<file path="src/rtl/alsu_pkg.sv">
// rtl/alsu_pkg.sv - shared ALSU op codes, shift modes and accumulator states
package alsu_pkg;

  // Accumulator operation codes (op[2] set means a shift/rotate)
  localparam logic [2:0] OP_NOP    = 3'b000;
  localparam logic [2:0] OP_LOAD_E = 3'b001;
  localparam logic [2:0] OP_LOAD_D = 3'b010;
  localparam logic [2:0] OP_CLR    = 3'b011;
  localparam logic [2:0] OP_SHL    = 3'b100;
  localparam logic [2:0] OP_SHR    = 3'b101;
  localparam logic [2:0] OP_ROL    = 3'b110;
  localparam logic [2:0] OP_ROR    = 3'b111;

  // Single-bit shift modes; equal to op[1:0] of the shift op codes
  localparam logic [1:0] SH_SHL = 2'b00;
  localparam logic [1:0] SH_SHR = 2'b01;
  localparam logic [1:0] SH_ROL = 2'b10;
  localparam logic [1:0] SH_ROR = 2'b11;

  typedef enum logic {
    ST_IDLE  = 1'b0,
    ST_SHIFT = 1'b1
  } state_t;

  // True for the four shift/rotate op codes
  function automatic logic is_shift_op(input logic [2:0] op);
    return op[2];
  endfunction

endpackage

</file>
<file path="src/rtl/alsu_shift_step.sv">
// rtl/alsu_shift_step.sv - combinational one-bit shift/rotate of the accumulator
module alsu_shift_step
  import alsu_pkg::*;
#(
  parameter int WIDTH = 4
) (
  input  logic [WIDTH-1:0] i_acc,
  input  logic [1:0]       i_mode,
  input  logic             i_il,
  input  logic             i_ir,
  output logic [WIDTH-1:0] o_acc,
  output logic             o_out_bit
);

  // Select the shifted value and the bit leaving the register
  always_comb begin
    o_acc     = i_acc;
    o_out_bit = 1'b0;
    case (i_mode)
      SH_SHL: begin
        o_acc     = {i_acc[WIDTH-2:0], i_il};
        o_out_bit = i_acc[WIDTH-1];
      end
      SH_SHR: begin
        o_acc     = {i_ir, i_acc[WIDTH-1:1]};
        o_out_bit = i_acc[0];
      end
      SH_ROL: begin
        o_acc     = {i_acc[WIDTH-2:0], i_acc[WIDTH-1]};
        o_out_bit = i_acc[WIDTH-1];
      end
      default: begin
        o_acc     = {i_acc[0], i_acc[WIDTH-1:1]};
        o_out_bit = i_acc[0];
      end
    endcase
  end

endmodule

</file>
<file path="src/rtl/alsu_accumulator.sv">
// rtl/alsu_accumulator.sv - ALSU accumulator with flags and multi-cycle shift/rotate
module alsu_accumulator
  import alsu_pkg::*;
#(
  parameter int WIDTH = 4,
  parameter int CNT_W = 2
) (
  input  logic             clk,
  input  logic             rst,
  input  logic             in_valid,
  output logic             in_ready,
  input  logic [2:0]       op,
  input  logic [WIDTH-1:0] le_e,
  input  logic [WIDTH-1:0] au_d,
  input  logic             au_cout,
  input  logic [CNT_W-1:0] shamt,
  input  logic             il,
  input  logic             ir,
  output logic [WIDTH-1:0] acc,
  output logic             carry,
  output logic             zero,
  output logic             busy,
  output logic             done
);

  state_t           r_state;
  logic [WIDTH-1:0] r_acc;
  logic             r_carry;
  logic             r_done;
  logic [CNT_W-1:0] r_cnt;
  logic [1:0]       r_mode;
  logic             r_il;
  logic             r_ir;

  logic [1:0]       w_mode;
  logic             w_il;
  logic             w_ir;
  logic [WIDTH-1:0] w_next_acc;
  logic             w_out_bit;

  // First step uses the live request; later steps use the values latched at accept
  always_comb begin
    w_mode = r_mode;
    w_il   = r_il;
    w_ir   = r_ir;
    if (r_state == ST_IDLE) begin
      w_mode = op[1:0];
      w_il   = il;
      w_ir   = ir;
    end
  end

  alsu_shift_step #(
    .WIDTH(WIDTH)
  ) u_shift_step (
    .i_acc    (r_acc),
    .i_mode   (w_mode),
    .i_il     (w_il),
    .i_ir     (w_ir),
    .o_acc    (w_next_acc),
    .o_out_bit(w_out_bit)
  );

  // Control FSM: accept an op in IDLE, step remaining shifts in SHIFT, pulse done at the end
  always_ff @(posedge clk) begin
    if (rst) begin
      r_state <= ST_IDLE;
      r_acc   <= '0;
      r_carry <= 1'b0;
      r_done  <= 1'b0;
      r_cnt   <= '0;
      r_mode  <= SH_SHL;
      r_il    <= 1'b0;
      r_ir    <= 1'b0;
    end else begin
      r_done <= 1'b0;
      case (r_state)
        ST_IDLE: begin
          if (in_valid) begin
            case (op)
              OP_NOP: r_done <= 1'b1;
              OP_LOAD_E: begin
                r_acc   <= le_e;
                r_carry <= 1'b0;
                r_done  <= 1'b1;
              end
              OP_LOAD_D: begin
                r_acc   <= au_d;
                r_carry <= au_cout;
                r_done  <= 1'b1;
              end
              OP_CLR: begin
                r_acc   <= '0;
                r_carry <= 1'b0;
                r_done  <= 1'b1;
              end
              default: begin
                if (shamt != '0) begin
                  r_acc   <= w_next_acc;
                  r_carry <= w_out_bit;
                end
                if (shamt > CNT_W'(1)) begin
                  // r_cnt holds the steps still to perform after this edge
                  r_state <= ST_SHIFT;
                  r_cnt   <= shamt - CNT_W'(1);
                  r_mode  <= op[1:0];
                  r_il    <= il;
                  r_ir    <= ir;
                end else begin
                  r_done  <= 1'b1;
                end
              end
            endcase
          end
        end
        default: begin
          r_acc   <= w_next_acc;
          r_carry <= w_out_bit;
          r_cnt   <= r_cnt - CNT_W'(1);
          if (r_cnt == CNT_W'(1)) begin
            r_state <= ST_IDLE;
            r_done  <= 1'b1;
          end
        end
      endcase
    end
  end

  assign in_ready = (r_state == ST_IDLE);
  assign busy     = (r_state == ST_SHIFT);
  assign acc      = r_acc;
  assign carry    = r_carry;
  assign zero     = (r_acc == '0);
  assign done     = r_done;

endmodule

</file>
<file path="config.mk">
export PLATFORM = sky130hd
export DESIGN_NAME = alsu_accumulator
export DESIGN_NICKNAME = d
export VERILOG_FILES = /design/src/rtl/alsu_pkg.sv /design/src/rtl/alsu_shift_step.sv /design/src/rtl/alsu_accumulator.sv
export SDC_FILE = /design/constraint.sdc
export NUM_CORES = 1
export LEC_CHECK = 0
export CAP_MARGIN = 40
export CORE_ASPECT_RATIO = 0.9
export CORE_MARGIN = 5
export CORE_UTILIZATION = 30
export CTS_CLUSTER_SIZE = 30
export DETAILED_ROUTE_END_ITERATION = 8
export PLACE_DENSITY = 0.59
export SKIP_LAST_GASP = 1
export SYNTH_ARGS = -nofsm -noshare
export SYNTH_HDL_FRONTEND = slang
export SYNTH_SLANG_ARGS = --single-unit
</file>
<file path="constraint.sdc">
create_clock -name clk -period 4.2 [get_ports clk]
set_input_delay 0.63 -clock clk [delete_from_list [all_inputs] [get_ports clk]]
set_output_delay 0.63 -clock clk [all_outputs]
set_load 0.05 [all_outputs]
</file>
==> impl_metrics.csv <==
group,metric,value,unit
outcome,status,"finished clean",
clock_network,clk_pin_slew_worst_paths,0.08,ns
clock_network,post_cts_resized,0,
global_routing,antenna_found_initial,0,
power_and_ir_drop,ir_drop,0.0000950,V
sta,grt_setup_unrepaired,"no",
clock_network,postCtsSetupBuffers,0,
power_and_ir_drop,swShare,34.9,%
clock_network,cts_root_buf,"clkbuf_4",
power_and_ir_drop,pwr-share-clk,23.9,%
worst_setup_path,worst_setup_path_end_kind,"output port",
clock_network,numCtsBuffers,3,
sta,fin_ws,1.58,ns
floorplanning,rows,18,
floorplanning,core,2700,um^2
drt,firstDrtPassIters,4,
power_and_ir_drop,power_leakage,0.408,nW
global_routing,track_usage,11.3,%
clock_network,ctsHoldBuffers,0,
drt,routed_via_density,5.39,
floorplanning,die_h,60.1,um
sta,period_minus_slack,2.62,ns
sta,setup_viol,0,
drt,vias,867,
yosys,synth_seq_area_share,31.1,%
worst_setup_path,critical_path_class,"flop to output port",
clock_network,clk_path_buf_depth,2,
worst_setup_path,cp_data_arrival_time,1.99,ns
floorplanning,die-area,3940,um^2
floorplanning,die_w,65.6,um
power_and_ir_drop,p_seq_share,42.3,%
global_routing,grt_pass1_wl,3420,um
job,cap_violations,0,
placed_design,post-dp-hpwl,1660,um
cells_and_area,final_cell_mix,"clkdlybuf4s50_1, nand2_1, dfxtp_1, a21oi_1, o21ai_0",
power_and_ir_drop,p_per_area,295,nW/um^2
sta,tightest_slew,0.661,ns
drt,detail-route-antenna-nets,0,
cells_and_area,final_common_cell,"clkdlybuf4s50_1",
floorplanning,start_util,30.9,%
worst_setup_path,required,3.57,ns
sta,fin_tns_setup,0,ns
placed_design,place_ws,1.79,ns
cells_and_area,syn2layout_area_growth,35.9,%
global_routing,grt_start_max_net_pins,20,
sta,period_share,62.3,%
placed_design,place_congestion,0.760,
power_and_ir_drop,p_int,0.218,mW
drt,drc,0,
worst_setup_path,startpoint_type,"flop",
clock_network,clock_sinks,13,
drt,wl,2140,um
drt,drtIter0Drc,37,
worst_setup_path,crit_fanout,19,
drt,wl_per_cell,13.3,um
power_and_ir_drop,power_switching,0.117,mW
clock_network,cts_tree,"yes",
sta,max_freq,382,MHz
cells_and_area,final_nets,154,
yosys,ys_seq_elements,13,
sta,finalClockSkew,0.00736,ns
yosys,netlist-cell-type-count,37,
global_routing,first_global_vias,767,
global_routing,grt-ovfl-total,0,
cells_and_area,insertedDiodeCount,0,
power_and_ir_drop,comb_power_share,33.8,%
worst_hold_path,hold_class,"flop to flop",
yosys,syn_nets,128,
floorplanning,io_pins,28,
cells_and_area,drive_gt1_share,6.11,%
sta,slew_violations,0,
yosys,synthCells,106,
clock_network,clk_latency,0.28,ns
yosys,yosys_warnings,0,
yosys,syn_area,836,um^2
sta,hold_viol,0,
yosys,syn_area_per_cell,7.88,um^2
clock_network,htree_num_levels,1,
sta,slew_headroom,55.8,%
placed_design,numPortBuffers,27,
-- per-layer routing --
metal	vias up	global-route usage, %	wire (um)
met3	6	2.82	71
met4	0	4.44	41
met5	-	0	0
met2	25	18.7	1090
li1	434	-	-
met1	402	14.2	937
-- layout make-up --
cell class | count | area (um^2)
Fill cell | 291 | 1570
Multi-Input combinational cell | 80 | 515
Timing Repair Buffer | 27 | 270
Sequential cell | 13 | 260
Tap cell | 30 | 37.5
Clock buffer | 4 | 26.3
Inverter | 7 | 26.3
-- flip-flops by register name, indices dropped and copies added, names as in the netlist --
register,flops
r_mode,2
r_ir,1
r_il,1
busy,1
done,1
r_cnt,2
carry,1
acc,4
-- synth_stat cells --
cell type,n,area (um^2)
nand3_1,1,5.00
inv_2,1,3.75
nor3b_2,1,12.5
mux2_2,1,11.3
a21boi_0,1,7.51
ha_1,3,37.5
mux2_1,2,22.5
and4b_1,1,10.0
or3b_1,1,8.76
a31oi_1,2,12.5
buf_6,1,11.3
a32oi_1,1,8.76
o2111ai_1,1,8.76
a41o_1,1,10.0
buf_4,1,7.51
nand4b_1,3,26.3
a21oi_1,10,50.1
o211ai_1,2,15.0
a31o_1,1,8.76
nand2b_1,1,6.26
o21ai_0,9,45.0
buf_1,1,3.75
dfxtp_1,13,260
nor2_1,6,22.5
nand2_1,14,52.6
or2_2,1,6.26
mux2i_1,1,10.0
or3_1,2,12.5
a22oi_1,2,15.0
a221oi_1,1,8.76
clkbuf_1,3,11.3
nand3b_1,3,22.5
nor4_1,1,6.26
mux2i_4,1,22.5
o21ai_1,5,25.0
nor3_1,1,5.00
inv_1,6,22.5
-- cells by family (layout without fill, tap and decap cells) --
group           after synthesis  after routing  synth area share, %
compound gates               36             36                 25.7
simple gates                 36             36                 23.5
flops                        13             13                 31.1
buf+inv                      13             38                 7.18
mux                           5              5                 7.93
fa+ha+maj                     3              3                 4.49
-- final timing paths --
path	from	slack, ns	endpoint	cells past startpoint
min reg2reg	r_il$_SDFFE_PP0P_	0.49	r_il$_SDFFE_PP0P_	2
min	r_il$_SDFFE_PP0P_	0.49	r_il$_SDFFE_PP0P_	2
max reg2reg	busy$_SDFF_PP0_	2.22	acc[1]$_SDFFE_PP0P_	4
max	busy$_SDFF_PP0_	1.58	in_ready	2
-- power groups by stage --
stage                     Combinational, mW  Clock, mW  Sequential (mW)
after floorplan                      0.0553          0            0.160
after global placement                0.113          0            0.145
after detailed placement              0.113          0            0.145
after CTS                             0.113     0.0828            0.142
after global routing                  0.121     0.0908            0.144
final                                 0.113     0.0803            0.142
-- critical path, stage by stage (launching register included) --
cell and delay [ns]:
dfxtp_1 0.75, inv_1 0.21, clkdlybuf4s50_1 0.75
-- metrics by stage --
stage / util [%] / power [mW] / cell area (um^2) / hold slack [ns] / cells
6_report: 42.0 / 0.335 / 1140 / 0.494 / 161
3_5_place_dp: 41.1 / 0.258 / 1110 / 0.477 / 157
3_3_place_gp: 41.1 / 0.257 / 1110 / 0.473 / 157
2_1_floorplan: - / 0.216 / 836 / 0.449 / 106
5_1_grt: 42.0 / 0.356 / 1140 / 0.518 / 161
4_1_cts: 42.0 / 0.338 / 1140 / 0.492 / 161
(Power assumes the default switching activity.)
